===== src/rtl/mem_arbiter_pkg.sv =====
// Shared definitions for the two-requester memory arbiter.
//   DefWidth     : default data word width
//   DefAddrWidth : default memory address width
//   state_e      : 2-bit arbiter FSM encoding, fixed order IDLE, ACCESS, WAIT, ACK
package mem_arbiter_pkg;

  localparam int unsigned DefWidth     = 32;
  localparam int unsigned DefAddrWidth = 16;

  typedef enum logic [1:0] {
    StIdle   = 2'd0,
    StAccess = 2'd1,
    StWait   = 2'd2,
    StAck    = 2'd3
  } state_e;

endpackage


===== src/rtl/rr_arb2.sv =====
// Two-way round-robin grant selection, purely combinational.
//   req0, req1 : pending requests
//   last       : requester granted most recently (0 or 1)
//   gnt0, gnt1 : one-hot grant (both low when nothing is requested)
module rr_arb2 (
  input  logic req0,
  input  logic req1,
  input  logic last,
  output logic gnt0,
  output logic gnt1
);

  // On a tie the requester that was not served last wins.
  assign gnt0 = req0 & (~req1 | last);
  assign gnt1 = req1 & (~req0 | ~last);

endmodule


===== src/rtl/mem_arbiter.sv =====
// Round-robin arbiter sharing one single-port synchronous memory between a core (requester 0)
// and a DMA engine (requester 1). Each access takes IDLE -> ACCESS -> WAIT -> ACK.
//   clk, rst                    : clock, asynchronous active-low reset
//   reqN_i/weN_i/addrN_i/wdataN_i : request, direction, address, write data per requester
//   ackN_o                      : one-cycle completion pulse
//   rdataN_o                    : last read data returned to requester N
//   memread_o/memwrite_o        : memory strobes, only asserted in ACCESS
//   memaddr_o/memwdata_o        : memory address / write data, zero outside ACCESS
//   memrdata_i                  : memory read data, valid the cycle after memread_o
//   busy_o                      : high whenever the FSM is not idle
module mem_arbiter
  import mem_arbiter_pkg::*;
#(
  parameter int unsigned WIDTH      = DefWidth,
  parameter int unsigned ADDR_WIDTH = DefAddrWidth
) (
  input  logic                  clk,
  input  logic                  rst,
  input  logic                  req0_i,
  input  logic                  req1_i,
  input  logic                  we0_i,
  input  logic                  we1_i,
  input  logic [ADDR_WIDTH-1:0] addr0_i,
  input  logic [ADDR_WIDTH-1:0] addr1_i,
  input  logic [WIDTH-1:0]      wdata0_i,
  input  logic [WIDTH-1:0]      wdata1_i,
  output logic                  ack0_o,
  output logic                  ack1_o,
  output logic [WIDTH-1:0]      rdata0_o,
  output logic [WIDTH-1:0]      rdata1_o,
  output logic                  memread_o,
  output logic                  memwrite_o,
  output logic [ADDR_WIDTH-1:0] memaddr_o,
  output logic [WIDTH-1:0]      memwdata_o,
  input  logic [WIDTH-1:0]      memrdata_i,
  output logic                  busy_o
);

  state_e                state_q, state_d;
  logic                  winner_q, winner_d;
  logic                  we_q, we_d;
  logic [ADDR_WIDTH-1:0] addr_q, addr_d;
  logic [WIDTH-1:0]      wdata_q, wdata_d;
  logic                  last_q, last_d;
  logic [WIDTH-1:0]      rdata0_q, rdata0_d;
  logic [WIDTH-1:0]      rdata1_q, rdata1_d;
  logic                  gnt0, gnt1;

  rr_arb2 u_rr_arb2 (
    .req0 (req0_i),
    .req1 (req1_i),
    .last (last_q),
    .gnt0 (gnt0),
    .gnt1 (gnt1)
  );

  always_comb begin
    state_d  = state_q;
    winner_d = winner_q;
    we_d     = we_q;
    addr_d   = addr_q;
    wdata_d  = wdata_q;
    last_d   = last_q;
    rdata0_d = rdata0_q;
    rdata1_d = rdata1_q;
    case (state_q)
      StIdle: begin
        if (gnt0 | gnt1) begin
          state_d  = StAccess;
          winner_d = gnt1;
          last_d   = gnt1;
          we_d     = gnt1 ? we1_i    : we0_i;
          addr_d   = gnt1 ? addr1_i  : addr0_i;
          wdata_d  = gnt1 ? wdata1_i : wdata0_i;
        end
      end
      StAccess: state_d = StWait;
      StWait: begin
        // Memory data for the ACCESS-cycle read is present now; capture it on this edge.
        if (!we_q) begin
          if (winner_q) rdata1_d = memrdata_i;
          else          rdata0_d = memrdata_i;
        end
        state_d = StAck;
      end
      // Requests are ignored here so a requester that re-raises right after ack waits a turn.
      StAck:   state_d = StIdle;
      default: state_d = StIdle;
    endcase
  end

  always_ff @(posedge clk or negedge rst) begin
    if (!rst) begin
      state_q  <= StIdle;
      winner_q <= 1'b0;
      we_q     <= 1'b0;
      addr_q   <= '0;
      wdata_q  <= '0;
      last_q   <= 1'b1;  // requester 0 wins the first tie
      rdata0_q <= '0;
      rdata1_q <= '0;
    end else begin
      state_q  <= state_d;
      winner_q <= winner_d;
      we_q     <= we_d;
      addr_q   <= addr_d;
      wdata_q  <= wdata_d;
      last_q   <= last_d;
      rdata0_q <= rdata0_d;
      rdata1_q <= rdata1_d;
    end
  end

  always_comb begin
    memread_o  = 1'b0;
    memwrite_o = 1'b0;
    memaddr_o  = '0;
    memwdata_o = '0;
    ack0_o     = 1'b0;
    ack1_o     = 1'b0;
    if (state_q == StAccess) begin
      memread_o  = ~we_q;
      memwrite_o = we_q;
      memaddr_o  = addr_q;
      memwdata_o = wdata_q;
    end
    if (state_q == StAck) begin
      ack0_o = ~winner_q;
      ack1_o = winner_q;
    end
  end

  assign busy_o   = (state_q != StIdle);
  assign rdata0_o = rdata0_q;
  assign rdata1_o = rdata1_q;

endmodule


===== config.mk =====
export PLATFORM = sky130hd
export DESIGN_NAME = mem_arbiter
export DESIGN_NICKNAME = d
export VERILOG_FILES = /design/src/rtl/mem_arbiter_pkg.sv /design/src/rtl/rr_arb2.sv /design/src/rtl/mem_arbiter.sv
export SDC_FILE = /design/constraint.sdc
export NUM_CORES = 1
export LEC_CHECK = 0
export ABC_AREA = 0
export BUFFER_PORTS_ARGS = -buffer_cell sky130_fd_sc_hd__buf_2
export CORE_MARGIN = 4
export CORE_UTILIZATION = 47
export CTS_CLUSTER_DIAMETER = 60
export DETAILED_ROUTE_END_ITERATION = 10
export PLACE_DENSITY = 0.8
export SETUP_SLACK_MARGIN = 0.5
export SYNTH_ARGS = -nofsm -noshare
export SYNTH_HDL_FRONTEND = slang
export SYNTH_HIERARCHICAL = 1
export SYNTH_SLANG_ARGS = --single-unit
export TNS_END_PERCENT = 20

===== constraint.sdc =====
create_clock -name clk -period 1.91 [get_ports clk]
set_input_delay 0.191 -clock clk [delete_from_list [all_inputs] [get_ports clk]]
set_output_delay 0.191 -clock clk [all_outputs]
set_load 0.005 [all_outputs]

==> flow_summary.yaml, run 1 <==
clock_network:
  htree_levels: 4
  path_clk_slew_ns: 0.06
  cts_buffers: 17
  clock_latency_ns: 0.41
  clock_path_buffers: 2
  cts_tree: "done"
  cts_root_buffer: "clkbuf_16"
  cts.sinks: 117
route:
  dr.first_iter.drc_count: 402
  drtAntennaViolNets: 0
  wirelength_um: 19600
  drc: 0
  dr.pass1.iters: 5
  vias_per_cell: 5.55
  routedWlPerCell_um: 21.2
  num_vias: 5131
yosys:
  synth_area_sq_um: 5410
  synth_area_leaders: "dfrtp_1, mux2_2, nor3_1, nor3b_1, and2_1"
  synth_mux_area_frac: 0.138
  avgSynthCellArea_sq_um: 11.1
  synth_top_family_by_area: "simple AND/OR/NAND/NOR gates"
  yosys.area_share.adder: 0.0116
  yosys.area.top_type: "dfrtp_1"
  synth_top_area_frac: 0.537
  synth-seq-cells: 117
  synth_ff_type: "dfrtp_1"
  yosysMostFrequentCell: "dfrtp_1"
  synthDistinctLibCells: 25
  yosysWarningCount: 6
  yosysSeqAreaShare: 0.542
  synth_compound_area_frac: 0.0125
  synth-edff-count: 0
  synth_xor_area_frac: 0
  ys_async_sr_fraction: 1.00
  synth-simple-area-share: 0.255
  synth_commonest_cells: "dfrtp_1, nor3_1, mux2_2"
  synth_cells: 489
  syn_nets: 628
die:
  die_y_um: 115
  initial_utilization: 0.490
  io_pins: 251
  die_area_sq_um: 13300
  fp.dieW_um: 115
  core_area_sq_um: 11000
  rows: 38
placed_design:
  place_area_sq_um: 6920
  dp.cells: 852
  hpwl_um: 10900
  post-place-ws_ns: 0.141
  gp_congestion: 0.789
  io_buffers: 250
worst_setup_path:
  crit_required_ns: 1.72
  worst_ep_arrival_time_ns: 1.61
  r2r_cells: 6
  worstPathMaxFanout: 5
  path_cells: "ha_4 > buf_12 > clkbuf_16 > and2_1 > buf_2"
  cp_num_cells: 5
  cp-start-kind: "register"
  critPathTopFamily: "flip-flops"
  slowest_stage: "dfrtp_2"
  critPathKind: "register to primary output"
  end_kind: "primary output"
  path_buf_inv: 3
  cpPeakStageDelay_ns: 0.44
global_routing:
  grt.overflow.total: 0
  first_global_vias: 4823
  grt_usage: 0.242
  antenna_found_initial: 0
  grt_pass1_wl_um: 24800
  grt_max_degree: 81
timing:
  fin_setup_tns_ns: 0
  hold_viol: 0
  worstMarginPinSlew_ns: 0.491
  hold_slack_ns: 0.0245
  relSlewSlack: 0.672
  rsz0062_at_grt: "yes"
  fmax_ghz: 0.554
  fin_crit_sh: 0.945
  fin_crit_ns: 1.80
  worst_slack_ns: 0.105
  slew_viol_final: 0
  skew_ns: 0.0127
  setup_viol_count_final: 0
status:
  status: "finished clean"
final_layout:
  area_growth_pct: 59.9
  final_design_area_no_fill_sq_um: 8640
  antenna_cells: 0
  drive_above_1_share: 0.591
  final_cells: 924
  fin_nets: 911
pwr:
  power_frac_comb: 0.493
  p_clk_frac: 0.206
  p_seq_frac: 0.301
  switching_share: 0.339
  p_leak_nw: 4.05
  peakVddDrop_uv: 1070
  p_int_mw: 9.98
  p_per_area_nw_per_um2: 1750
  p_sw_mw: 5.13
worst_hold_path:
  hp-class: "input pin to register"
  whs_path_depth: 2
run:
  drv_cap: 0
## layout make-up
class	instances	area (sq um)
Timing Repair Buffer	301	2190
Sequential cell	117	2930
Inverter	4	22.5
Fill cell	673	2390
Tap cell	140	175
Multi-Input combinational cell	331	2750
Clock buffer	21	440
Clock inverter	10	133
## placed cells by master, fill, tap and decap left out, types with 2 or more instances in the layout
| cell type | Yosys | layout |
|---|---|---|
| nor3b_1 | 46 | 38 |
| nor3b_2 | 1 | 5 |
| buf_2 | 10 | 237 |
| clkinvlp_4 | 0 | 3 |
| nor2_4 | 0 | 3 |
| buf_4 | 4 | 15 |
| buf_6 | 5 | 18 |
| dfrtp_1 | 116 | 114 |
| o22ai_1 | 3 | 3 |
| or2_4 | 2 | 2 |
| ha_4 | 0 | 3 |
| buf_8 | 0 | 3 |
| clkbuf_16 | 0 | 31 |
| clkbuf_1 | 19 | 4 |
| nor3_2 | 0 | 13 |
| mux2_4 | 1 | 21 |
| nor3_1 | 92 | 68 |
| nor3b_4 | 0 | 4 |
| and2_1 | 50 | 33 |
| nand2_1 | 6 | 5 |
| nor3_4 | 0 | 11 |
| bufinv_16 | 0 | 3 |
| buf_16 | 0 | 3 |
| inv_2 | 0 | 2 |
| and2_4 | 0 | 17 |
| mux2_2 | 64 | 44 |
| dfrtp_2 | 0 | 2 |
| buf_12 | 0 | 10 |
| o32ai_1 | 3 | 3 |
| ha_1 | 5 | 2 |
| a21boi_4 | 0 | 2 |
| clkinv_2 | 0 | 4 |
| nor2_1 | 50 | 47 |
## metal layers
layer	wire (um)	GRT usage	part of all wire
met3	1710	0.0753	0.087
met5	0	0	0
met2	10000	0.422	0.51
met4	690	0.0798	0.035
met1	7190	0.283	0.37
## timing repair
action,4_1_cts,5_1_grt
pin swaps,0,14
hold buffers,1,0
cloned,3,20
endpoints found under the hold margin,35,0
gates resized for setup,11,103
setup endpoints to repair,169,169
buffers inserted,1,16
## kinds of logic after synthesis
group	after synthesis
compound gates	9
simple gates	250
flops	117
fa+ha+maj	5
buf+inv	42
mux	66
## state kept, by name, summed over array words and instances (netlist names)
register	cells
state_q	2
we_q	1
last_q	1
rdata0_o	32
addr_q	16
winner_q	1
wdata_q	32
rdata1_o	32
## final timing paths
| kind | start | to | slack [ns] |
|---|---|---|---|
| max | state_q[0] | memwdata_o[24] | 0.11 |
| min | memrdata_i[4] | rdata0_o[4] | 0.02 |
| max reg2reg | state_q[0] | rdata0_o[21] | 0.17 |
| min reg2reg | rdata0_o[0] | rdata0_o[0] | 0.50 |
| max in group asynchronous | rst | rdata0_o[20] | 0.85 |
| min in group asynchronous | rst | rdata0_o[22] | 0.29 |
## stage by stage
stage / utilization / power [mW]
6_report: 0.784 / 15.1
5_1_grt: 0.784 / 15.9
3_5_place_dp: 0.627 / 9.74
3_3_place_gp: 0.627 / 9.51
2_1_floorplan: - / 7.55
4_1_cts: 0.692 / 13.3
## power groups by stage
stage                     combinational [mW]  sequential, mW  clock [mW]
after floorplan                         3.14            4.41           0
after global placement                  5.11            4.40           0
after detailed placement                5.25            4.49           0
after CTS                               5.71            4.47        3.15
after global routing                    7.97            4.68        3.28
final                                   7.45            4.55        3.11
Note: power is estimated with default switching activity, not from simulation.
==> inputs of run 2 (changes only) <==
- CORE_UTILIZATION: 47 -> 51
- PLACE_DENSITY: 0.8 -> 0.86
- clock period: 1.91 -> 2.2 ns (I/O delays scaled with it)
==> run 2 against run 1 <==
Effect of this change: flip-flop and latch count is the same; die area shrank 7.3%; largest cell class unchanged; utilization grew 0.17 points; first-iteration DRC count shrank 21%; via count shrank 2.5%; power shrank 25%; critical endpoint is now memaddr_o[4]; sequential share of layout area grew 2.2 points.
==> flow_summary.yaml, run 2 (synthesis gave the netlist of run 1 again) <==
status:
  status: "finished clean"
route:
  wirelength_um: 16500
  num_vias: 5001
  vias_per_cell: 5.30
  drtAntennaViolNets: 0
  drc: 0
  dr.pass1.iters: 6
  routedWlPerCell_um: 17.5
  dr.first_iter.drc_count: 316
die:
  die_area_sq_um: 12300
  rows: 37
  die_y_um: 111
  io_pins: 251
  initial_utilization: 0.524
  core_area_sq_um: 10300
  fp.dieW_um: 111
global_routing:
  first_global_vias: 5390
  grt.overflow.total: 0
  antenna_found_initial: 0
  grt_pass1_wl_um: 27000
  grt_max_degree: 118
  grt_usage: 0.269
worst_setup_path:
  timing.rr.end: "rdata0_o[20]"
  path_cells: "inv_2 > ha_4 > buf_16 > and2_1 > buf_2"
  r2r_setup_slack_ns: 0.39
  crit_required_ns: 1.98
  worst_ep_arrival_time_ns: 1.62
  r2r_cells: 5
  critPathKind: "register to primary output"
  slowest_stage: "dfrtp_1"
  r2r_start: "state_q[0]"
  end_kind: "primary output"
  worstPathMaxFanout: 18
  cp-start-kind: "register"
  cpPeakStageDelay_ns: 0.39
timing:
  slew_viol_final: 0
  fin_setup_tns_ns: 0
  rsz0062_at_grt: "yes"
  relSlewSlack: 0.583
  hold_slack_ns: 0.00874
  worstMarginPinSlew_ns: 0.625
  hold_viol: 0
  skew_ns: 0.0108
  setup_viol_count_final: 0
  fin_crit_sh: 0.836
  fin_crit_ns: 1.84
  fmax_ghz: 0.543
final_layout:
  fin_nets: 932
  drive_above_1_share: 0.467
  layout_common_cells: "buf_2, dfrtp_1, nor3_1"
  area_growth_pct: 49.9
  final_cells: 943
  fillers: 611
  final_common_cell: "buf_2"
run:
  drv_cap: 0
clock_network:
  cts_tree: "done"
  cts_buffers: 17
  path_clk_slew_ns: 0.06
  clock_path_buffers: 2
  cts.sinks: 117
  htree_levels: 4
  clock_latency_ns: 0.50
  cts_root_buffer: "clkbuf_8"
placed_design:
  hpwl_um: 10400
  gp_congestion: 0.836
  dp.cells: 846
  io_buffers: 250
pwr:
  p_leak_nw: 3.80
  peakVddDrop_uv: 623
  p_per_area_nw_per_um2: 1400
worst_hold_path:
  whs_path_depth: 3
  hp-class: "input pin to register"
  worstHoldStart: "wdata1_i[2]"
  hold_end: "wdata_q[2]"
==> run 2: cell types whose count changed in the layout (fill, tap and decap cells not counted), sizes merged <==
cell,delta
a21boi,-1
clkinv,+3
inv,+1
dlygate4sd3,+56
clkbuf,-16
diode,+1
buf,-21
==> run 2: worst max-delay path by stage <==
stage          depth (start not counted)  slack, ns              to       start
5_1_grt                                5       0.30  memwdata_o[29]  state_q[1]
6_report                               5       0.36    memaddr_o[4]  state_q[1]
3_3_place_gp                           6       0.42       addr_q[8]  state_q[0]
3_5_place_dp                           6       0.30       addr_q[2]  state_q[0]
4_1_cts                                5       0.35    memaddr_o[7]  state_q[1]
2_1_floorplan                          5       0.57      state_q[1]      last_q
==> run 2: final cells by class <==
type                    instances  area [sq um]  share of cell area
diodes                          1          2.50            0.000309
multi-input cells             330          2310               0.285
inverters                       4          18.8             0.00232
well taps                     136           170              0.0210
clock inverters                14           179              0.0221
flip-flops and latches        117          2930               0.361
repair buffers                323          2080               0.256
clock buffers                  18           418              0.0516
==> run 2: power breakdown <==
part	switching [mW]	total (mW)	leakage, nW	internal [mW]
sequential	0.603	3.87	1.33	3.27
clock	1.00	2.74	0.287	1.74
combinational	2.20	4.73	2.18	2.53
==> run 2: worst max-delay path: cells and delay by family (launching register included) <==
kind	cells	cell delay, ns
and+or+nand+nor	1	0.15
adders and majority gates	1	0.20
buffers and inverters	3	0.37
DFF	1	0.39
==> run 2: timing repair <==
action / CTS / global route
setup endpoints to repair: 164 / 166
setup buffers: 5 / 0
hold buffers: 57 / 0
gates cloned: 1 / 1
hold endpoints to repair: 203 / 0
gates resized for setup: 13 / 12
==> run 2: metrics by stage <==
stage               cell area [sq um]  total power [mW]  setup slack (ns)   util
floorplan                        5410              6.35             0.568      -
global route                     8100              12.1             0.296  0.785
global placement                 6760              7.93             0.416  0.655
CTS                              8040              11.3             0.354  0.779
finish                           8110              11.3             0.360  0.785
detailed placement               6760              8.18             0.295  0.655
==> run 2: per-layer routing <==
layer,wire length (um),global-route usage
met1,6160,0.317
met2,8510,0.466
met3,1440,0.0786
met4,384,0.0977
met5,0,0
==> inputs of run 3 (changes only) <==
- CORE_UTILIZATION: 51 -> 47
- PLACE_DENSITY: 0.86 -> 0.8
- clock period: 2.2 -> 1.7 ns (I/O delays scaled with it)
==> run 3 against run 2 <==
Effect of this change: the run now ends with setup timing left; final area increased by 11%; clock power up 23%; sequential power rose by 35%; final cell count shrank 2.0%; register-to-register slack worse by 0.40 ns; flip-flop and latch count unchanged; non-clock buffer count shrank 23.
==> flow_summary.yaml, run 3 (synthesis gave the netlist of run 1 again) <==
clock_network:
  path_clk_slew_ns: 0.06
  cts_buffers: 17
  clock_latency_ns: 0.41
  cts_tree: "done"
  clock_path_buffers: 2
  cts_root_buffer: "clkbuf_16"
  cts.sinks: 117
  htree_levels: 4
pwr:
  switching_share: 0.350
  peakVddDrop_uv: 1130
  p_clk_frac: 0.194
  power.total_mw: 17.4
  power_frac_comb: 0.506
  p_int_mw: 11.3
  p_per_area_nw_per_um2: 1930
  p_leak_nw: 4.29
  p_seq_frac: 0.300
  p_sw_mw: 6.09
die:
  initial_utilization: 0.490
  die_area_sq_um: 13300
  io_pins: 251
  rows: 38
  fp.dieW_um: 115
  die_y_um: 115
  core_area_sq_um: 11000
placed_design:
  gp_congestion: 0.829
  post-place-ws_ns: 0.0394
  place_area_sq_um: 7030
  dp.cells: 856
  io_buffers: 250
  hpwl_um: 11100
timing:
  slew_viol_final: 0
  rsz0062_at_grt: "yes"
  worstMarginPinSlew_ns: 0.380
  fin_crit_ns: 1.74
  fin_crit_sh: 1.02
  fmax_ghz: 0.576
  setup_viol_count_final: 21
  skew_ns: 0.00749
  fin_setup_tns_ns: -0.208
  relSlewSlack: 0.747
  hold_viol: 0
  worst_slack_ns: -0.0351
global_routing:
  first_global_vias: 5243
  use_met2: 0.462
  antenna_found_initial: 1
  grt_max_degree: 75
  grt.overflow.total: 0
  grtUsageMet1: 0.323
  top_usage_layer: "met2"
  grt_pass1_wl_um: 27500
  grt_usage: 0.269
  grtUsageMet3: 0.0768
worst_setup_path:
  crit_required_ns: 1.53
  r2r_setup_slack_ns: -0.01
  r2r_cells: 7
  cpPeakStageDelay_ns: 0.42
  slowest_stage: "dfrtp_2"
  worstPathMaxFanout: 3
  critPathKind: "register to primary output"
  end_kind: "primary output"
  cp-start-kind: "register"
  r2r_start: "state_q[1]"
  timing.rr.end: "state_q[1]"
  worst_ep_arrival_time_ns: 1.57
  path_cells: "inv_4 > buf_4 > ha_4 > clkinvlp_4 > buf_12 > buf_6"
final_layout:
  layout_common_cells: "buf_2, dfrtp_1, mux2_4"
  final_common_cell: "buf_2"
  final_cells: 924
  drive_above_1_share: 0.653
  area_growth_pct: 66.5
  fin_nets: 909
  final_design_area_no_fill_sq_um: 9000
  fillers: 628
worst_hold_path:
  hp-class: "input pin to register"
  hold_end: "rdata1_o[18]"
  whs_path_depth: 2
  worstHoldStart: "memrdata_i[18]"
route:
  drc: 0
  routedWlPerCell_um: 21.2
  vias_per_cell: 5.48
  drtAntennaViolNets: 0
  dr.first_iter.drc_count: 350
  dr.pass1.iters: 4
  wirelength_um: 19600
  num_vias: 5068
status:
  violations: "setup timing"
  status: "finished, violations left"
run:
  drv_cap: 0
[run 3: layout make-up]
class	count	area (sq um)	share of cell area
repair buffers	300	2150	0.239
clock inverters	11	103	0.0114
diodes	1	2.50	0.000278
inverters	4	21.3	0.00236
clock buffers	21	460	0.0512
flip-flops and latches	117	2930	0.326
well taps	140	175	0.0195
multi-input cells	330	3150	0.350
[run 3: power by group through the flow]
stage	registers, mW	logic, mW	clock network [mW]
5_1_grt	5.36	9.40	3.55
6_report	5.23	8.81	3.38
2_1_floorplan	4.97	3.73	0
3_3_place_gp	4.97	5.89	0
4_1_cts	5.14	7.52	3.40
3_5_place_dp	5.05	6.09	0
[run 3: what timing repair did]
item | 4_1_cts | 5_1_grt
setup buffers | 5 | 5
hold buffers | 13 | 0
hold endpoints to repair | 39 | 0
pin swaps | 57 | 20
gates cloned | 3 | 9
gates resized for setup | 132 | 84
endpoints found under the setup margin | 170 | 170
[run 3: metal layers]
layer / vias to the layer above / part of all wire
li1: 2257 / -
met1: 2505 / 0.39
met2: 258 / 0.51
met3: 46 / 0.082
met4: 2 / 0.024
met5: - / 0.00036
[run 3: how the worst max path moves through the flow]
| stage | cells after the start | end | startpoint | slack [ns] |
|---|---|---|---|---|
| floorplan | 5 | state_q[1] | last_q | 0.11 |
| CTS | 5 | memwdata_o[0] | state_q[1] | -0.04 |
| global placement | 5 | rdata0_o[0] | state_q[0] | 0.09 |
| global route | 5 | memaddr_o[10] | state_q[1] | -0.08 |
| detailed placement | 5 | rdata0_o[0] | state_q[0] | 0.04 |
| finish | 6 | busy_o | state_q[1] | -0.04 |
[run 3: worst max-delay path, delay by kind of cell (launching register included)]
kind	cells	cell delay, ns
flip-flops	1	0.42
adder cells (fa/ha/maj)	1	0.15
buffers and inverters	5	0.58
[run 3: metrics by stage]
step | hold WS (ns) | util
floorplan | -0.126 | -
finish | 0.0122 | 0.816
CTS | 0.00111 | 0.760
global route | 0.000772 | 0.816
detailed placement | 0.115 | 0.637
global placement | 0.116 | 0.637
